[src/rtl/fifo_uart_tx.sv]
`default_nettype none
// ============================================================================
// Module   : fifo_uart_tx
// Purpose  : UART-style (8N1) serial transmitter that drains a synchronous
//            FIFO with one-cycle read latency. Each byte is popped, latched
//            and shifted out LSB first between one start bit (0) and one
//            stop bit (1). Each serial bit lasts CLKS_PER_BIT clock cycles.
//
// Parameters:
//   DATA_WIDTH   - payload bits per frame (must match the FIFO width)
//   CLKS_PER_BIT - clock cycles per serial bit (>= 2)
//
// Ports:
//   clk        in   rising-edge clock
//   rst        in   asynchronous active-high reset
//   tx_en      in   permits a new pop from IDLE; a running frame completes
//   fifo_empty in   FIFO empty flag
//   fifo_data  in   FIFO registered read data
//   fifo_rd_en out  single-cycle FIFO pop strobe
//   tx         out  registered serial line, idle high
//   busy       out  high in every state except IDLE
//   frame_done out  one-cycle pulse in the last stop-bit cycle
//
// Revision : 1.0 - initial release
// ============================================================================
module fifo_uart_tx #(
    parameter int DATA_WIDTH   = 8,
    parameter int CLKS_PER_BIT = 16
) (
    input  logic                  clk,
    input  logic                  rst,
    input  logic                  tx_en,
    input  logic                  fifo_empty,
    input  logic [DATA_WIDTH-1:0] fifo_data,
    output logic                  fifo_rd_en,
    output logic                  tx,
    output logic                  busy,
    output logic                  frame_done
);

    localparam int c_BAUD_W = $clog2(CLKS_PER_BIT);
    localparam int c_BIT_W  = $clog2(DATA_WIDTH) + 1;

    localparam logic [c_BAUD_W-1:0] c_BAUD_LAST = c_BAUD_W'(CLKS_PER_BIT - 1);
    localparam logic [c_BIT_W-1:0]  c_BIT_LAST  = c_BIT_W'(DATA_WIDTH - 1);

    typedef enum logic [2:0] {
        ST_IDLE  = 3'd0,
        ST_POP   = 3'd1,
        ST_FETCH = 3'd2,
        ST_START = 3'd3,
        ST_DATA  = 3'd4,
        ST_STOP  = 3'd5
    } state_t;

    state_t                  r_state;
    state_t                  w_state_next;

    logic [DATA_WIDTH-1:0]   r_shift;
    logic [DATA_WIDTH-1:0]   w_shift_next;
    logic [c_BAUD_W-1:0]     r_baud;
    logic [c_BAUD_W-1:0]     w_baud_next;
    logic [c_BIT_W-1:0]      r_bit;
    logic [c_BIT_W-1:0]      w_bit_next;
    logic                    r_tx;
    logic                    w_tx_next;
    logic                    w_baud_wrap;

    assign w_baud_wrap = (r_baud == c_BAUD_LAST);

    // ------------------------------------------------------------------
    // State and datapath registers
    // ------------------------------------------------------------------
    always_ff @(posedge clk or posedge rst) begin
        if (rst) begin
            r_state <= ST_IDLE;
            r_shift <= '0;
            r_baud  <= '0;
            r_bit   <= '0;
            r_tx    <= 1'b1;
        end else begin
            r_state <= w_state_next;
            r_shift <= w_shift_next;
            r_baud  <= w_baud_next;
            r_bit   <= w_bit_next;
            r_tx    <= w_tx_next;
        end
    end

    // ------------------------------------------------------------------
    // Next-state and datapath update
    // ------------------------------------------------------------------
    always_comb begin
        w_state_next = r_state;
        w_shift_next = r_shift;
        w_baud_next  = r_baud;
        w_bit_next   = r_bit;

        case (r_state)
            ST_IDLE: begin
                // tx_en and fifo_empty are only looked at here, so a frame
                // in flight is never affected by either of them.
                if (tx_en && !fifo_empty) begin
                    w_state_next = ST_POP;
                end
            end

            ST_POP: begin
                w_state_next = ST_FETCH;
            end

            ST_FETCH: begin
                // The FIFO output register was updated by the pop strobe of
                // the previous cycle, so the data is valid now.
                w_shift_next = fifo_data;
                w_bit_next   = '0;
                w_baud_next  = '0;
                w_state_next = ST_START;
            end

            ST_START: begin
                if (w_baud_wrap) begin
                    w_baud_next  = '0;
                    w_state_next = ST_DATA;
                end else begin
                    w_baud_next = r_baud + 1'b1;
                end
            end

            ST_DATA: begin
                if (w_baud_wrap) begin
                    w_baud_next  = '0;
                    w_shift_next = r_shift >> 1;
                    w_bit_next   = r_bit + 1'b1;
                    if (r_bit == c_BIT_LAST) begin
                        w_state_next = ST_STOP;
                    end
                end else begin
                    w_baud_next = r_baud + 1'b1;
                end
            end

            ST_STOP: begin
                if (w_baud_wrap) begin
                    w_baud_next  = '0;
                    w_state_next = ST_IDLE;
                end else begin
                    w_baud_next = r_baud + 1'b1;
                end
            end

            default: begin
                w_state_next = ST_IDLE;
            end
        endcase
    end

    // ------------------------------------------------------------------
    // Serial line: derived from the next state so that the registered
    // output lines up exactly with the state it belongs to.
    // ------------------------------------------------------------------
    always_comb begin
        w_tx_next = 1'b1;
        case (w_state_next)
            ST_START: w_tx_next = 1'b0;
            ST_DATA:  w_tx_next = w_shift_next[0];
            default:  w_tx_next = 1'b1;
        endcase
    end

    // ------------------------------------------------------------------
    // Outputs decoded from the state register
    // ------------------------------------------------------------------
    assign tx         = r_tx;
    assign fifo_rd_en = (r_state == ST_POP);
    assign busy       = (r_state != ST_IDLE);
    assign frame_done = (r_state == ST_STOP) && w_baud_wrap;

endmodule
`default_nettype wire

[config.mk]
export PLATFORM = sky130hd
export DESIGN_NAME = fifo_uart_tx
export DESIGN_NICKNAME = d
export VERILOG_FILES = /design/src/rtl/fifo_uart_tx.sv
export SDC_FILE = /design/constraint.sdc
export NUM_CORES = 1
export LEC_CHECK = 0
export ABC_CLOCK_PERIOD_IN_PS = 3400
export CAP_MARGIN = 10
export CORE_MARGIN = 2
export CORE_UTILIZATION = 40
export DETAILED_ROUTE_END_ITERATION = 10
export PLACE_DENSITY = 0.62
export SYNTH_ARGS = -nofsm -noshare
export SYNTH_HDL_FRONTEND = slang
export SYNTH_SLANG_ARGS = --single-unit
[constraint.sdc]
create_clock -name clk -period 3.4 [get_ports clk]
set_clock_uncertainty 0.2 [all_clocks]
set_input_delay 0.68 -clock clk [delete_from_list [all_inputs] [get_ports clk]]
set_output_delay 0.68 -clock clk [all_outputs]
set_load 0.01 [all_outputs]
# Word level (Yosys, flattened, before mapping)
# Index checks and enable logic that the tools add are counted.
# Widths: inputs -> output; s select.
[word_totals] ff_bits=20 wordCells=40 inputBits=12 output_inout_bits=4
[classes] n_eq_ne=10 reduce_logical=9 n_mux=13 add_sub_neg=2
[op_table] op="$pmux 3 s6" count=1
[op_table] op="$pmux 4 s2" count=2
[op_table] op="$pmux 8 s2" count=1
[op_table] op="$mux 3" count=5
[op_table] op="$eq 3x2->1 const B" count=3
[op_table] op="$eq 3x3->1 const B" count=3
[op_table] op="$add 4x1->4 const B" count=2
[op_table] op="$mux 4" count=2
[op_table] op="$mux 8" count=1
[op_table] op="$eq 4x3->1 const B" count=1
[op_table] op="$eq 4x4->1 const B" count=1
[op_table] op="$reduce_bool 2->1" count=2
[op_table] op="$eq 3x1->1 const B" count=1
[op_table] op="$logic_not 3->1" count=1
[op_table] op="$reduce_bool 3->1" count=1
[op_table] op="$reduce_or 3->1" count=1
[op_table] op="$logic_and 1x1->1" count=2
[op_table] op="$ne 2x2->1 const B" count=1
[op_table] op="$pmux 1 s2" count=1
[op_table] op="$reduce_and 2->1" count=1
[op_table] op="$logic_not 1->1" count=1

# Logic depth before layout (Yosys ltp)
[depth] depth_word=6 depth_mapped=6

# Worst setup path before layout
# No wires, ideal clock.
[synth_timing] path_kind="reg-to-output" from="register r_state[1]" to="output port busy" setup_slack_ns=1.379 t_arrival_ns=1.141 path_stages_with_launch=4 path_cell_list="dfrtp_1 > buf_2 > clkbuf_1 > or3_1"
[synth_between] elab_chain_len=1
[synth_rtl] item="start, declared" line="56" rtl="state_t r_state;"
[synth_rtl] item="start signal, assigned" line="82" rtl="r_state <= w_state_next;"
[synth_rtl] item="$reduce_bool 3->1" line="176" rtl="assign busy = (r_state != ST_IDLE);"
[synth_rtl] item="end, declared" line="37" rtl="output logic busy,"
# Every way passes these cells.

# Worst setup path after layout
[layout_timing] from="register r_state[2]" to="output port frame_done"
[layout_between] elab_chain_len=2
[layout_rtl] item="$eq 3x3->1" line="177" rtl="assign frame_done = (r_state == ST_STOP) && w_baud_wrap;"
[layout_rtl] item="$logic_and 1x1->1" line="177"
[layout_rtl] item="end, declared" line="38" rtl="output logic frame_done"
# Every way passes these cells.

==> impl_metrics.csv <==
group,metric,value,unit
yosys,netlist.area_leader.share,41.8,%
final_layout,antenna_cells,0,
setup_path,r2r_cells,4,
yosys,syn_inst,119,
pwr,power.density,348,mW/mm^2
setup_path,rrSetupSlack,1.42,ns
yosys,yosys_warnings,0,
sta,max_slew_margin,49.7,%
floorplan,core_region_area,0.00273,sq mm
sta,setup_viol,0,
status,status,"finished, final reports clean",
sta,hold_viol,0,
min_path,holdPathStages,2,
placed_design,dp_slack,0.883,ns
yosys,synthTopCellsByCount,"dfrtp_1, nand2_1, a22oi_1",
sta,finalCriticalPeriod,2.87,ns
final_layout,fillCellCount,262,
floorplan,io_pins,16,
setup_path,end_kind,"output pin",
pwr,vdd_drop_max,0.197,mV
min_path,worstHoldStart,"r_shift[2]$_DFFE_PP0P_",
clock_network,cts_setup_buffers,0,
yosys,synth-edff-count,0,
grt,grt_pass1_vias,845,
setup_path,r2r_start,"r_state[1]$_DFF_PP0_",
clock_network,cts_buffer_depth,2,
yosys,seq_area_frac_synth,44.1,%
sta,max_freq,0.348,GHz
yosys,yosys.area.top_type,"dfrtp_1",
yosys,ys_ff_latch,20,
yosys,synth.area.top_cells,"dfrtp_1, a22oi_1, nand2_1, mux2i_1, a211oi_1",
setup_path,path_max_fanout,23,
run,maxCapViolCount,0,
floorplan,dieArea,0.00329,sq mm
yosys,syn_area,0.00114,sq mm
clock_network,cts_tree,"done",
setup_path,required,2.52,ns
detailed_routing,vias,932,
clock_network,numCtsBuffers,3,
setup_path,critPathLaunchType,"flip-flop",
detailed_routing,first_iter_violations,35,
final_layout,fin_nets,146,
clock_network,cts_max_level,1,
placed_design,dp_hpwl,1.55,mm
final_layout,drive_gt1_share,8.40,%
clock_network,cts_resized,0,
setup_path,timing.rr.end,"r_shift[6]$_DFFE_PP0P_",
yosys,synth_most_common_cell,"dfrtp_1",
grt,antenna_found_initial,0,
detailed_routing,antenna_left,0,
yosys,syn-num-nets,133,
floorplan,start_util,41.6,%
sta,period_share,84.4,%
setup_path,critical_path_class,"flip-flop to output pin",
detailed_routing,drt-vias-per-instance,5.75,
final_layout,multi_input_area,574,sq um
pwr,power.total,0.000464,W
yosys,ys.flop_type,"dfrtp_1",
grt,grt_overflow_total,0,
setup_path,arrival,1.99,ns
sta,worstMarginPinSlew,0.754,ns
sta,tns,0,ns
yosys,synth_cell_types,40,
detailed_routing,wl_per_cell,13.7,microns
final_layout,layout.cells.non_filler,162,
sta,rsz0062_at_grt,"false",
clock_network,ctsHoldBuffers,0,
clock_network,clk_latency,0.30,ns
detailed_routing,firstDrtPassIters,4,
floorplan,die_w,57.3,microns
clock_network,clk_pin_slew,0.12,ns
min_path,hold_class,"flip-flop to flip-flop",
grt,grt_first_pass_wirelength,3.77,mm
placed_design,port_buffers,15,
clock_network,cts_sinks,20,
grt,grt_max_degree,24,
sta,worst_slack,0.530,ns
placed_design,dp_cells,158,
sta,slew_violations,0,
floorplan,die_h,57.3,microns
final_layout,regArea,502,sq um
floorplan,rows,19,
detailed_routing,wl,2.22,mm
detailed_routing,drc_errors,0,
placed_design,place_congestion,0.715,
grt,grtUsageTotal,15.0,%
yosys,async_flop_share,100,%
min_path,min_to,"r_shift[2]$_DFFE_PP0P_",
pwr,leakage,0.584,nW
clock_network,clockRootBuffer,"clkbuf_4",
final_layout,syn_to_final_growth,17.2,%
yosys,syn_avg_cell_area,9.56,sq um
-- final cells by class --
| class | instances | area share [%] |
|---|---|---|
| Clock buffer | 3 | 1.69 |
| Clock inverter | 1 | 2.25 |
| Inverter | 2 | 0.563 |
| Multi-Input combinational cell | 89 | 43.1 |
| Sequential cell | 20 | 37.7 |
| Tap cell | 31 | 2.91 |
| Timing Repair Buffer | 16 | 11.8 |
-- power breakdown --
part	internal, W	switching [W]	leakage (nW)
registers	0.000243	0.00000223	0.232
clock network	0.000119	0.0000756	0.0279
logic	0.0000152	0.00000915	0.325
-- logic make-up (layout without fill, tap and decap cells) --
kind of cell    count (synthesis)  after routing  synth area share (%)
compound gates                 32             32                  19.9
xor+xnor                        2              2                  1.54
fa+ha+maj                       2              2                  2.20
buf+inv                        10             22                  5.39
flops                          20             20                  44.1
mux                             3              3                  2.64
simple gates                   50             50                  24.2
-- state kept, by name (all words and copies together) (netlist names) --
signal   flops
r_shift      8
tx           1
r_bit        4
r_state      3
r_baud       4
-- cells in the final DEF, fill, tap and decap left out, types with 3 or more instances in the layout --
| master | count |
|---|---|
| nand2b_1 | 3 |
| dfrtp_1 | 19 |
| clkbuf_4 | 3 |
| and3_1 | 3 |
| clkdlybuf4s50_1 | 15 |
| nor2_1 | 6 |
| a21oi_1 | 4 |
| a211oi_1 | 4 |
| nand3_1 | 5 |
| nand2_1 | 18 |
| nor2b_1 | 4 |
| o21ai_1 | 4 |
| a22oi_1 | 9 |
| mux2i_1 | 3 |
-- critical path, cell delays in order, from the launching register on --
cell             delay, ns
dfrtp_1               0.78
nand2b_1              0.23
nor2_1                0.14
clkdlybuf4s50_1       0.54
-- stage by stage --
| step | utilization (%) | hold WS (ns) | cell area [sq um] |
|---|---|---|---|
| finish | 48.7 | 0.291 | 1330 |
| global route | 48.7 | 0.321 | 1330 |
| CTS | 48.7 | 0.295 | 1330 |
| detailed placement | 46.8 | 0.264 | 1280 |
| global placement | 46.8 | 0.259 | 1280 |
| floorplan | - | 0.246 | 1140 |
-- how the worst max path moves through the flow --
stage / slack (ns) / from / depth (start not counted) / end
6_report: 0.53 / r_state[2]$_DFF_PP0_ / 3 / frame_done
5_1_grt: 0.37 / r_state[2]$_DFF_PP0_ / 3 / frame_done
4_1_cts: 0.51 / r_state[2]$_DFF_PP0_ / 3 / frame_done
3_5_place_dp: 0.88 / r_state[2]$_DFF_PP0_ / 3 / frame_done
3_3_place_gp: 0.91 / r_state[2]$_DFF_PP0_ / 3 / frame_done
2_1_floorplan: 1.38 / r_state[1]$_DFF_PP0_ / 3 / busy
-- routing by layer --
layer  routed length, microns  up-vias  GRT usage (%)
li1                         -      460              -
met1                     1040      448           21.1
met2                     1040       22           22.8
met3                      126        2           2.27
met4                       16        0           7.31
met5                        0        -              0
No activity file was read; power rests on OpenSTA's default activity.
==> RTL change 1, RTL diff (same settings) <==
Change the parameter `CLKS_PER_BIT` from 16 to 64.
--- a/src/rtl/fifo_uart_tx.sv
+++ b/src/rtl/fifo_uart_tx.sv
@@ -25,7 +25,7 @@
 // ============================================================================
 module fifo_uart_tx #(
     parameter int DATA_WIDTH   = 8,
-    parameter int CLKS_PER_BIT = 16
+    parameter int CLKS_PER_BIT = 64
 ) (
     input  logic                  clk,
     input  logic                  rst,
Formal check against the unedited RTL: no difference found for any inputs over 10 cycles, from zero or initial values and one cycle with rst high; that may be too few to reach the edited logic, so the function may still have changed.
==> RTL change 1 against the unedited design <==
  * Sequential share of layout area grew 1.9 points
  * Final cell count grew 6.8%
  * Area after synthesis grew 4.4%
  * Die area grew 4.1%
  * Worst setup slack lost 0.12 ns
  * Wire length grew 0.23%
  * Via count grew 3.2%
  * Design area grew 4.8%
  * Sequential cell count grew 2
  * Critical path depth grew 2
  * Critical path type unchanged
  * Highest routed layer unchanged
Power is not compared: it rests on default switching activity, and its combinational part moved more than twofold at a synthesized area within 25%.
==> RTL change 1: results (changes against the unedited design) <==
metric;value;unit;change
muxShareOfSynthArea;2.74;%;+0.099 points
crit_arrival;2.11;ns;+0.12 ns
routedLengthMet1;970;um;-7.0%
yosys-top-cells-count;nand2_1 (27), dfrtp_1 (21), nor2_1 (14), a22oi_1 (6), o21ai_0 (6);;
met1_usage;17.8;%;-3.3 points
cts_setup_buffers;0;;unchanged
grt_pass1_vias;943;;+12%
r2r-end;r_bit[0];;
dp_hpwl;1690;um;+8.7%
placed_area;1360;um^2;+6.3%
multi_input_area;589;um^2;+2.6%
inverters_excl_clock;4;;+2
synth_fp_nets;140;;+5.3%
grt_max_degree;23;;-4.2%
worst_pin_slew;0.828;ns;+0.0737 ns
nClkBuffers;4;;+1
nFillCells;261;;-0.38%
first_pass_iters;4;;unchanged
dieWidth;58.5;um;+2.0%
worstHoldStart;r_shift[1];;
reg2regPathDepth;6;;+2
reg_top3;r_shift: 8 flops, r_baud: 6 flops, r_bit: 4 flops;;
buf_share;11.8;%;about the same
fin_nets;157;;+7.5%
path_max_fanout;6;;-74%
clock_area_share;2.60;%;-1.3 points
drt_iter0_drc;29;;-17%
multi_input_area_share;42.2;%;-0.89 points
synth_fa_ha_area_share;2.11;%;-0.093 points
status;finished, final reports clean;;
seq_area_frac_synth;46.5;%;+2.4 points
clkSlewWorstSetupHoldPaths;0.12;ns;about the same
buffers;17;;+1
grt_util_met2;27.1;%;+4.3 points
ys_seq_elements;22;;+10%
synth_xor_xnor_area_share;1.48;%;-0.065 points
cp-startpoint;r_baud[0];;
gp_congestion;0.733;;+2.4%
critical-path-top-delay-family;simple AND/OR/NAND/NOR gates;;
synth-compound-area-share;16.6;%;-3.3 points
grt_util_met3;1.98;%;-0.29 points
drive_above_1_share;12.0;%;+3.6 points
num-multi-input-gates;95;;+6.7%
cts_max_path_buffers;2;;unchanged
grt_usage;15.1;%;+0.080 points
wl_met2;1170;um;+13%
regArea;552;um^2;+10%
synth.area.top_cells;dfrtp_1 (44%), nand2_1 (8.5%), nor2_1 (4.4%);;
met3WireLength;57;um;-55%
wl_per_cell;12.9;um;-6.1%
grt_pass1_wl;4000;um;+6.0%
max_stage_delay;0.53;ns;-0.25 ns
slowest_stage;clkdlybuf4s50_1;;
ff2ff_setup_slack;1.40;ns;-0.02 ns
async_flop_share;100;%;unchanged
viasPerCell;5.56;;-3.3%
[RTL change 1: changes by cell type after synthesis, sizes merged, moves of 3 or more]
cell    unedited run  this run
nor2               6        15
a22oi              9         6
buf                7         3
a211oi             4         1
nand2             18        27
[RTL change 1: per-stage QoR]
step           hold WS (ns)  power, W  std cells  worst slack, ns
2_1_floorplan         0.246  0.000645        126             1.38
3_3_place_gp          0.263  0.000714        169            0.779
3_5_place_dp          0.262  0.000726        169            0.755
4_1_cts               0.292  0.000871        173            0.392
5_1_grt               0.310  0.000929        173            0.310
6_report              0.288  0.000861        173            0.406
[RTL change 1: worst min path at each step]
stage	end	slack, ns	cells after the start
CTS	r_shift[1]	0.29	2
floorplan	r_shift[1]	0.25	2
global route	r_shift[1]	0.31	2
finish	r_shift[1]	0.29	2
detailed placement	r_shift[1]	0.26	2
global placement	r_shift[5]	0.26	2
==> RTL change 2, RTL diff (same settings) <==
Without the edit above. The 6 states of `state_t` get a Gray code encoding in 3 bits.
--- a/src/rtl/fifo_uart_tx.sv
+++ b/src/rtl/fifo_uart_tx.sv
@@ -45,12 +45,12 @@
     localparam logic [c_BIT_W-1:0]  c_BIT_LAST  = c_BIT_W'(DATA_WIDTH - 1);
 
     typedef enum logic [2:0] {
-        ST_IDLE  = 3'd0,
-        ST_POP   = 3'd1,
-        ST_FETCH = 3'd2,
-        ST_START = 3'd3,
-        ST_DATA  = 3'd4,
-        ST_STOP  = 3'd5
+        ST_IDLE  = 3'b000,
+        ST_POP   = 3'b001,
+        ST_FETCH = 3'b011,
+        ST_START = 3'b010,
+        ST_DATA  = 3'b110,
+        ST_STOP  = 3'b111
     } state_t;
 
     state_t                  r_state;
Behaviour: no difference found for any inputs over 10 cycles, from zero or initial values and one cycle with rst high; not proved beyond that.
==> RTL change 2 against the unedited design <==
  * First-iteration DRC count up 37%
  * Register-to-register slack gained 0.04 ns
  * Area after synthesis decreased by 0.99%
  * Power rose by 0.75%
  * Worst setup slack improved by 0.026 ns
  * Wire length up 7.4%
  * Design area increased by 0.28%
  * Die area decreased by 0.92%
  * Synthesized cell count down 6.7%
  * Sequential cell count unchanged
  * Critical path type unchanged
  * Largest cell class unchanged
==> RTL change 2: results (changes against the unedited design) <==
metric;value;unit;change
reg2regPathDepth;3;;-1
clkSlewWorstSetupHoldPaths;0.12;ns;about the same
status;finished, final reports clean;;
wl_per_cell;15.4;um;+12%
grt_pass1_wl;4030;um;+6.8%
gp_congestion;0.863;;+21%
crit_arrival;1.96;ns;-0.03 ns
viasPerCell;5.87;;+2.0%
cp-startpoint;r_baud[0];;
leakage;0.579;nW;-0.80%
htree_levels;1;;unchanged
slowest_stage;clkdlybuf4s50_1;;
critical-path-top-delay-family;buffers and inverters;;
grt_max_degree;21;;-13%
seq_area_frac_synth;44.6;%;+0.44 points
max_stage_delay;0.55;ns;-0.23 ns
worstHoldStart;r_shift[5];;
post-place-ws;0.913;ns;+0.0301 ns
final_cells;155;;-4.3%
yosys-top-cells-count;dfrtp_1 (19), nand2_1 (9), a221o_1 (8), and2_1 (7), inv_1 (6);;
nFillCells;253;;-3.4%
vdd.ir_drop.worst;0.255;mV;+29%
drt_iter0_drc;48;;+37%
drive_above_1_share;8.06;%;-0.33 points
dp_hpwl;1660;um;+7.4%
synth.area.top_cells;dfrtp_1 (42%), a221o_1 (7.1%), and2_1 (3.9%);;
dpl.cell_count;151;;-4.4%
grt_usage;15.6;%;+0.53 points
synth_fp_nets;125;;-6.0%
syn_inst;111;;-6.7%
-- RTL change 2: layout make-up --
cell class	instances	area, um^2	share of cell area, %
clock buffers	3	22.5	1.69
clock inverters	1	30.0	2.25
inverters	6	22.5	1.69
multi-input cells	79	571	42.7
flip-flops and latches	20	502	37.5
well taps	31	38.8	2.90
repair buffers	15	150	11.2
-- RTL change 2: layer usage --
| metal | share of wire [%] | track usage [%] | wire (um) | vias up |
|---|---|---|---|---|
| met5 | 0 | 0 | 0 | - |
| met4 | 0.54 | 2.33 | 13 | 0 |
| met3 | 5.5 | 5.44 | 131 | 2 |
| met2 | 45 | 23.2 | 1080 | 24 |
| met1 | 49 | 22.5 | 1160 | 436 |
| li1 | - | - | - | 448 |
-- RTL change 2: cells by family (layout without fill, tap and decap cells) --
family          count (synthesis)  count (layout)  synth area share [%]
compound gates                 31              31                  23.3
fa+ha+maj                       2               2                  2.22
simple gates                   44              44                  23.2
mux                             2               2                  1.89
flops                          20              20                  44.6
buf+inv                        12              25                  4.78
-- RTL change 2: final timing paths --
check / end / slack [ns]
min: r_shift[5] / 0.33
min reg2reg: r_shift[5] / 0.33
max reg2reg: r_baud[3] / 1.46
min in group asynchronous: r_bit[3] / 0.60
max: frame_done / 0.56
max in group asynchronous: r_baud[2] / 1.92
-- RTL change 2: power breakdown --
group          internal [W]  switching [W]
sequential         0.000243     0.00000302
combinational     0.0000160     0.00000803
clock              0.000119      0.0000786
total              0.000378      0.0000896
-- RTL change 2: worst register-to-register path, delay by kind of cell, from the launching register on --
kind / cells / cell delay [ns]
DFF: 1 / 0.74
buffers and inverters: 1 / 0.26
and+or+nand+nor: 2 / 0.69
